**config.mk**
```make
export PLATFORM = sky130hd
export DESIGN_NAME = reg_pair_seq
export DESIGN_NICKNAME = d
export VERILOG_FILES = /design/src/rtl/reg_pair_seq.sv
export SDC_FILE = /design/constraint.sdc
export NUM_CORES = 1
export LEC_CHECK = 0
export CAP_MARGIN = 20
export CORE_AREA = 2 2 87 55
export DETAILED_ROUTE_END_ITERATION = 7
export DIE_AREA = 0 0 89 57
export DONT_BUFFER_PORTS = 1
export HOLD_SLACK_MARGIN = 0.15
export PLACE_DENSITY = 0.8
export SLEW_MARGIN = 25
export SYNTH_ARGS = -nofsm -noshare
export SYNTH_HDL_FRONTEND = slang
export SYNTH_SLANG_ARGS = --single-unit
```
**constraint.sdc**
```tcl
create_clock -name clock -period 3.3 [get_ports clock]
set_clock_uncertainty 0.2 [all_clocks]
set_input_delay 0.66 -clock clock [delete_from_list [all_inputs] [get_ports clock]]
set_output_delay 0.66 -clock clock [all_outputs]
set_load 0.05 [all_outputs]
```
**src/rtl/reg_pair_seq.sv**
```systemverilog
// ============================================================================
// Module   : reg_pair_seq
// Purpose  : 16-bit register-pair sequencer (read/write/inc/dec of BC, DE,
//            HL, AF) over an 8-bit two-read / one-write register file.
// Revision : 1.0 - initial release
// ============================================================================
`default_nettype none

module reg_pair_seq #(
    parameter logic [2:0] A_SEL    = 3'd7,
    parameter logic [2:0] IDLE_SEL = 3'd6,
    parameter logic [7:0] F_MASK   = 8'hF0
) (
    input  logic        clock,
    input  logic        reset_n,
    input  logic        req_valid,
    output logic        req_ready,
    input  logic [1:0]  req_op,
    input  logic [1:0]  req_pair,
    input  logic [15:0] req_wdata,
    output logic        resp_valid,
    input  logic        resp_ready,
    output logic [15:0] resp_data,
    input  logic [7:0]  flags_in,
    output logic [2:0]  rf_out1_sel,
    output logic [2:0]  rf_out2_sel,
    input  logic [7:0]  rf_out1,
    input  logic [7:0]  rf_out2,
    output logic [7:0]  rf_data_in,
    output logic [2:0]  rf_data_in_sel,
    output logic        rf_write_reg
);

    typedef enum logic [2:0] {
        S_IDLE  = 3'd0,
        S_RD    = 3'd1,
        S_WR_LO = 3'd2,
        S_WR_HI = 3'd3,
        S_RESP  = 3'd4
    } state_t;

    localparam logic [1:0] OP_READ = 2'd0;
    localparam logic [1:0] OP_WRITE = 2'd1;
    localparam logic [1:0] OP_INC  = 2'd2;
    localparam logic [1:0] OP_DEC  = 2'd3;
    localparam logic [1:0] PAIR_AF = 2'd3;

    state_t      state_q, state_d;
    logic [1:0]  op_q, op_d;
    logic [1:0]  pair_q, pair_d;
    logic [15:0] result_q, result_d;

    logic        w_is_af;
    logic [2:0]  w_hi_sel;
    logic [2:0]  w_lo_sel;
    logic [15:0] w_rd_value;

    // F lives outside the register file, so AF's low byte comes from flags_in.
    assign w_is_af    = (pair_q == PAIR_AF);
    assign w_hi_sel   = w_is_af ? A_SEL : {pair_q, 1'b0};
    assign w_lo_sel   = {pair_q, 1'b1};
    assign w_rd_value = {rf_out1, (w_is_af ? (flags_in & F_MASK) : rf_out2)};
    assign resp_data  = result_q;

    always_ff @(posedge clock or negedge reset_n) begin
        if (!reset_n) begin
            state_q  <= S_IDLE;
            op_q     <= OP_READ;
            pair_q   <= 2'd0;
            result_q <= 16'h0000;
        end else begin
            state_q  <= state_d;
            op_q     <= op_d;
            pair_q   <= pair_d;
            result_q <= result_d;
        end
    end

    always_comb begin
        state_d        = state_q;
        op_d           = op_q;
        pair_d         = pair_q;
        result_d       = result_q;
        req_ready      = 1'b0;
        resp_valid     = 1'b0;
        rf_out1_sel    = IDLE_SEL;
        rf_out2_sel    = IDLE_SEL;
        rf_data_in     = 8'h00;
        rf_data_in_sel = 3'd0;
        rf_write_reg   = 1'b0;

        case (state_q)
            S_IDLE: begin
                req_ready = 1'b1;
                if (req_valid) begin
                    op_d   = req_op;
                    pair_d = req_pair;
                    if (req_op == OP_WRITE) begin
                        result_d = req_wdata;
                        state_d  = S_WR_LO;
                    end else begin
                        state_d  = S_RD;
                    end
                end
            end
            S_RD: begin
                rf_out1_sel = w_hi_sel;
                rf_out2_sel = w_is_af ? IDLE_SEL : w_lo_sel;
                case (op_q)
                    OP_INC: begin
                        result_d = w_rd_value + 16'd1;
                        state_d  = S_WR_LO;
                    end
                    OP_DEC: begin
                        result_d = w_rd_value - 16'd1;
                        state_d  = S_WR_LO;
                    end
                    default: begin
                        result_d = w_rd_value;
                        state_d  = S_RESP;
                    end
                endcase
            end
            S_WR_LO: begin
                if (!w_is_af) begin
                    rf_write_reg   = 1'b1;
                    rf_data_in_sel = w_lo_sel;
                    rf_data_in     = result_q[7:0];
                end
                state_d = S_WR_HI;
            end
            S_WR_HI: begin
                rf_write_reg   = 1'b1;
                rf_data_in_sel = w_hi_sel;
                rf_data_in     = result_q[15:8];
                state_d        = S_RESP;
            end
            S_RESP: begin
                resp_valid = 1'b1;
                if (resp_ready) begin
                    state_d = S_IDLE;
                end
            end
            default: begin
                state_d = S_IDLE;
            end
        endcase
    end

endmodule

`default_nettype wire

```
==> metrics.json, run 1 <==
{
  "layout.filler_cells": 406,
  "cts_max_path_buffers": 2,
  "final_hold_violation_count": 0,
  "syn-instance-count": 352,
  "tritoncts_clock_tree": "done",
  "ff2ff_setup_slack_ns": 0.38,
  "cp-end-kind": "primary output",
  "critical_path.max_fanout": 9,
  "ratio_of_cells_with_drive_above_1_in_the_final_layout_pct": 16.0,
  "critical_path.startpoint": "state_q[2]",
  "drt_iter0_drc": 324,
  "worstPathArrival_ns": 2.07,
  "antenna_found_initial": 1,
  "grt.overflow.total": 0,
  "synth.most_common_cell": "nand2_1",
  "synthArstFlopShare_pct": 100,
  "global_route_wire_length_before_repair_um": 12300,
  "ys_warn_count": 0,
  "p_total_mw": 3.22,
  "power.density_nw_per_um2": 1140,
  "grt_util_all_layers_pct": 31.5,
  "crit_path_cell_trace": "nand2b_1, nor2_1, a22o_1, buf_4",
  "max_clock_freq_mhz": 341,
  "post-cts-setup-buffers": 0,
  "run_status": "finished, final reports clean",
  "final_max_slew_viol_count": 0,
  "cts_made_buffers": 3,
  "drv_cap": 0,
  "dp.final_hpwl_um": 6070,
  "rsz_0062_raised_after_global_routing": "false",
  "final_period_minus_worst_setup_slack_ns": 2.93,
  "first_global_vias": 2440,
  "layout-area-overhead-vs-synth_pct": 4.22,
  "largest_net_degree_at_the_start_of_global_routing": 36,
  "netlist.top_cell.by_area": "dfrtp_1",
  "detail_route.wl_per_cell_um": 19.3,
  "drt_pass1_iterations": 5,
  "synth_flop_cell": "dfrtp_1",
  "wire_length_after_detailed_routing_um": 7960,
  "antenna_cells_inserted": 0,
  "yosys.area.top_type_share_pct": 21.3,
  "num_io_pins": 84,
  "max-vdd-ir-drop_v": 0.000761,
  "finalWeightedCongestion": 0.978,
  "total_leakage_power_nw": 1.16,
  "synth_top_cells_by_count": "nand2_1 (32), nor2_1 (31), a21oi_1 (27)",
  "netlist_area_um2": 2700,
  "clock_latency_ns": 0.27,
  "dieArea_um2": 5070,
  "drc_errors": 0,
  "ctsRootBufferMaster": "clkbuf_8",
  "hold_class": "in2async",
  "fin_util_pct": 64.3,
  "ant_nets": 0,
  "synth_sequential_area_ratio_pct": 21.3,
  "numPortBuffers": 0,
  "design.final.nets": 403,
  "synth_enable_flop_cells": 0,
  "synth-seq-cells": 23,
  "effective_utilization_at_floorplan_pct": 61.7,
  "ys_types": 65,
  "required_ns": 2.44,
  "timing.final.setup_violations": 0,
  "core-area_um2": 4370,
  "timing.slew.headroom_pct": 43.7,
  "post-place-ws_ns": 0.377,
  "total_nets_after_synthesis": 404,
  "critical_path.slowest_cell": "nor2_1",
  "core.rowCount": 19,
  "clock_sink_count": 23,
  "ff_latch_area_um2": 576,
  "postSynthAreaPerCell_um2": 7.67,
  "worstMarginPinSlew_ns": 0.841,
  "cell_types_with_the_largest_area_share_after_synthesis": "dfrtp_1 (21%), xnor2_1 (5.2%), a21oi_1 (5.0%), o21ai_0 (4.8%), nand2_1 (4.4%)",
  "crit_type": "reg2out",
  "critical_path.startpoint_type": "register",
  "area_of_the_multi_input_gates_um2": 1860,
  "critical-path-max-stage-delay_ns": 0.56,
  "rr_startpoint": "pair_q[1]",
  "totalNegativeSetupSlack_ns": 0,
  "vias_per_cell": 6.91,
  "floorplan.die.width_um": 89,
  "htreeDepth": 1,
  "timing.final.crit_share_pct": 88.8,
  "clk_transition_reported_paths_ns": 0.08,
  "setup_slack_ns": 0.368,
  "route.vias.total": 2852,
  "die_height_um": 57
}
[critical path: cells and delay by family, from the launching register on]
| kind | cells | cell delay [ns] |
|---|---|---|
| DFF | 1 | 0.49 |
| and+or+nand+nor | 2 | 0.89 |
| AOI/OAI and AO/OA | 1 | 0.22 |
| buffers and inverters | 1 | 0.19 |
[layer usage]
layer	track usage (%)	vias to the layer above	share of wire, %
li1	-	1296	-
met5	0	-	0.16
met3	10.1	25	13
met1	47.6	1346	42
met2	43.8	183	43
met4	7.46	2	2.1
[logic make-up (layout without fill, tap and decap cells)]
kind of cell,after synthesis,in the layout,share of synthesized area [%]
AND/OR/NAND/NOR,127,127,23.8
XOR/XNOR,19,19,6.16
adder cells (fa/ha/maj),4,4,1.85
AO/OA/AOI/OAI,126,126,32.8
flip-flops,23,23,21.3
buffers and inverters,45,43,10.9
multiplexers,8,8,3.20
[timing repair]
item	CTS	global route
hold endpoints to repair	23	0
hold buffers	1	0
gates resized for setup	0	1
setup endpoints to repair	0	8
[through the flow]
step | hold WS, ns | instances | area (um2)
4_1_cts | 0.273 | 413 | 2810
2_1_floorplan | 0.164 | 352 | 2700
6_report | 0.156 | 413 | 2810
3_5_place_dp | 0.165 | 408 | 2760
3_3_place_gp | 0.165 | 408 | 2760
5_1_grt | 0.185 | 413 | 2810
[layout by cell type, fill, tap and decap left out, types with 9 or more instances in the layout]
| master | count |
|---|---|
| dfrtp_1 | 23 |
| o21ai_0 | 26 |
| buf_4 | 29 |
| a21oi_1 | 27 |
| nand2_1 | 32 |
| nor2_1 | 31 |
| a211oi_1 | 9 |
| xnor2_1 | 16 |
| inv_1 | 9 |
| nor3_1 | 14 |
[flip-flops by register name, indices dropped and copies added, names as in the netlist]
name / cells
resp_data: 16
state_q: 3
op_q: 2
pair_q: 2
[area by class of cell]
class	count	area share (%)
sequential	23	20.5
inverter	9	1.20
timing repair buffer	30	7.91
clock inverter	1	0.178
tap	63	2.80
multi-input combinational	284	66.0
clock buffer	3	1.47
[where the power goes]
group	total, mW	internal [mW]	switching, mW
clock	0.184	0.0847	0.0990
sequential	0.926	0.414	0.512
combinational	2.11	0.756	1.36
[worst paths after layout]
path / cells after the start / to
hold / removal: 1 / op_q[1]
min in group clock: 1 / state_q[2]
setup reg to reg: 9 / resp_data[14]
setup / recovery: 4 / rf_data_in[0]
hold reg to reg: 1 / state_q[0]
max in group asynchronous: 1 / resp_data[8]
Note: power is estimated with default switching activity, not from simulation.
==> inputs of run 2 (changes only) <==
--- a/config.mk
+++ b/config.mk
@@ -12,6 +12,7 @@
 export DONT_BUFFER_PORTS = 1
 export HOLD_SLACK_MARGIN = 0.15
 export PLACE_DENSITY = 0.8
+export REMOVE_ABC_BUFFERS = 1
 export SLEW_MARGIN = 25
 export SYNTH_ARGS = -nofsm -noshare
 export SYNTH_HDL_FRONTEND = slang
==> run 2 against run 1 <==
Global-route usage is 1.8 points higher. Total power is 1.6% higher. Clock-buffer cell count stayed put. Via count is 0.18% higher. Worst setup slack worse by 0.11 ns. Maximum frequency is 3.5% lower. Worst hold slack better by 0.12 ns. First-iteration DRC count is 22% higher. Critical path depth is 5 higher. Utilization is 0.46 points higher. Register-to-register slack worse by 0.12 ns. Routed wire length is 6.0% higher. Critical path type is now reg2reg. Critical endpoint is now resp_data[14]. Largest power group unchanged.
==> metrics.json, run 2 (synthesized netlist as in run 1, its figures left out) <==
{
  "final-instance-count-excl-fill": 414,
  "place.detailed.instances": 408,
  "layout.filler_cells": 386,
  "timing.final.setup_violations": 0,
  "post-place-ws_ns": 0.352,
  "area_of_the_multi_input_gates_um2": 1850,
  "route.vias.total": 2857,
  "core.rowCount": 19,
  "whs_endpoint": "state_q[2]",
  "required_ns": 3.27,
  "total_leakage_power_nw": 1.17,
  "core-area_um2": 4370,
  "cts_max_path_buffers": 2,
  "vias_per_cell": 6.90,
  "clock_latency_ns": 0.27,
  "timing.slew.headroom_pct": 43.8,
  "worstMarginPinSlew_ns": 0.839,
  "design.final.nets": 404,
  "critical_path.startpoint": "pair_q[0]",
  "mostFrequentLayoutCell": "nand2_1",
  "max_clock_freq_mhz": 329,
  "clock_power_share_pct": 5.6,
  "worstRegToRegCells": 9,
  "rsz_0062_raised_after_global_routing": "false",
  "largest_register_ff_count": 16,
  "htreeDepth": 1,
  "global_route_wire_length_before_repair_um": 13100,
  "clock_sink_count": 23,
  "effective_utilization_at_floorplan_pct": 61.7,
  "setup_slack_ns": 0.262,
  "p_total_mw": 3.27,
  "clk_transition_reported_paths_ns": 0.09,
  "final_period_minus_worst_setup_slack_ns": 3.04,
  "dp.final_hpwl_um": 6250,
  "layout-area-overhead-vs-synth_pct": 4.96,
  "detail_route.wl_per_cell_um": 20.4,
  "drt_iter0_drc": 395,
  "grt.overflow.total": 0,
  "max-vdd-ir-drop_v": 0.000426,
  "min-delay-start": "resp_ready",
  "drv_cap": 0,
  "p_int_mw": 1.26,
  "rr_startpoint": "pair_q[0]",
  "drt_pass1_iterations": 5,
  "wire_length_after_detailed_routing_um": 8440,
  "commonest_non_fill_non_tap_cells_in_the_layout": "nand2_1 (32), nor2_1 (31), buf_4 (29)",
  "numPortBuffers": 0,
  "critical_path.startpoint_type": "register",
  "ctsRootBufferMaster": "clkbuf_8",
  "num_io_pins": 84,
  "first_global_vias": 2515,
  "worstPathArrival_ns": 3.01,
  "ant_nets": 0,
  "cp-end-kind": "register",
  "antenna_cells_inserted": 0,
  "rr_endpoint": "resp_data[14]",
  "largest_net_degree_at_the_start_of_global_routing": 36,
  "final_max_slew_viol_count": 0,
  "dieArea_um2": 5070,
  "drc_errors": 0,
  "ratio_of_cells_with_drive_above_1_in_the_final_layout_pct": 15.7,
  "whs_ns": 0.275,
  "crit_type": "reg2reg",
  "floorplan.die.width_um": 89,
  "finalWeightedCongestion": 0.969,
  "tritoncts_clock_tree": "done",
  "hold_class": "in2reg",
  "power.share.switching_pct": 61.6,
  "hold-path-cell-count": 1,
  "final_hold_violation_count": 0,
  "timing.final.crit_share_pct": 92.0,
  "ff_latch_area_um2": 576,
  "critical_path.max_fanout": 11,
  "p_comb_share_pct": 65.4,
  "switchingPower_mw": 2.02,
  "seqPwrFrac_pct": 29.0,
  "power.density_nw_per_um2": 1150,
  "grt_util_all_layers_pct": 33.3,
  "antenna_found_initial": 0,
  "ff2ff_setup_slack_ns": 0.26,
  "cts_made_buffers": 3,
  "run_status": "finished, final reports clean",
  "die_height_um": 57
}
## run 2: per-stage QoR
stage | utilization, % | TNS [ns] | instance area (um2)
2_1_floorplan | - | -0.757 | 2440
3_3_place_gp | 63.0 | 0 | 2760
3_5_place_dp | 63.0 | 0 | 2760
4_1_cts | 64.8 | 0 | 2830
5_1_grt | 64.8 | 0 | 2830
6_report | 64.8 | 0 | 2830
## run 2: metal layers
layer	GRT usage (%)	part of all wire, %
met3	10.7	14
met1	48.7	41
met2	47.5	43
met4	8.74	2.1
met5	0	0
## run 2: worst max path at each step
stage                                    to  slack (ns)  cells after the start
after floorplan           rf_data_in_sel[0]       -0.25                      3
final                         resp_data[14]        0.26                      9
after detailed placement      resp_data[14]        0.35                      9
after global routing          resp_data[14]        0.07                     10
after CTS                     resp_data[14]        0.33                     10
after global placement        resp_data[13]        0.42                      9
## run 2: repair_timing
action                                 4_1_cts  5_1_grt
endpoints found under the hold margin       23        0
buffers inserted                             0        0
gates resized for setup                      0        0
hold buffers                                 2        0
## run 2: critical path, cell delays in order (launching register included)
cell and delay [ns]:
dfrtp_1 0.52, nand2_2 0.28, nand2_1 0.08, nand2_1 0.17, ha_1 0.37, a21oi_1 0.11, or3_1 0.39, a21oi_1 0.23
mux2_1 0.35, o211a_1 0.21
## run 2: cell type report
type | instances | share of cell area, %
clock buffers | 3 | 1.46
well taps | 63 | 2.78
flip-flops and latches | 23 | 20.3
repair buffers | 31 | 8.74
inverters | 9 | 1.19
clock inverters | 1 | 0.177
multi-input cells | 284 | 65.3
## run 2: power groups by stage
stage | logic, mW | registers [mW] | clock network [mW]
final | 2.14 | 0.948 | 0.184
after global routing | 2.30 | 0.966 | 0.200
after CTS | 2.09 | 0.943 | 0.181
after detailed placement | 2.07 | 0.949 | 0
after global placement | 2.01 | 0.942 | 0
after floorplan | 1.48 | 0.906 | 0
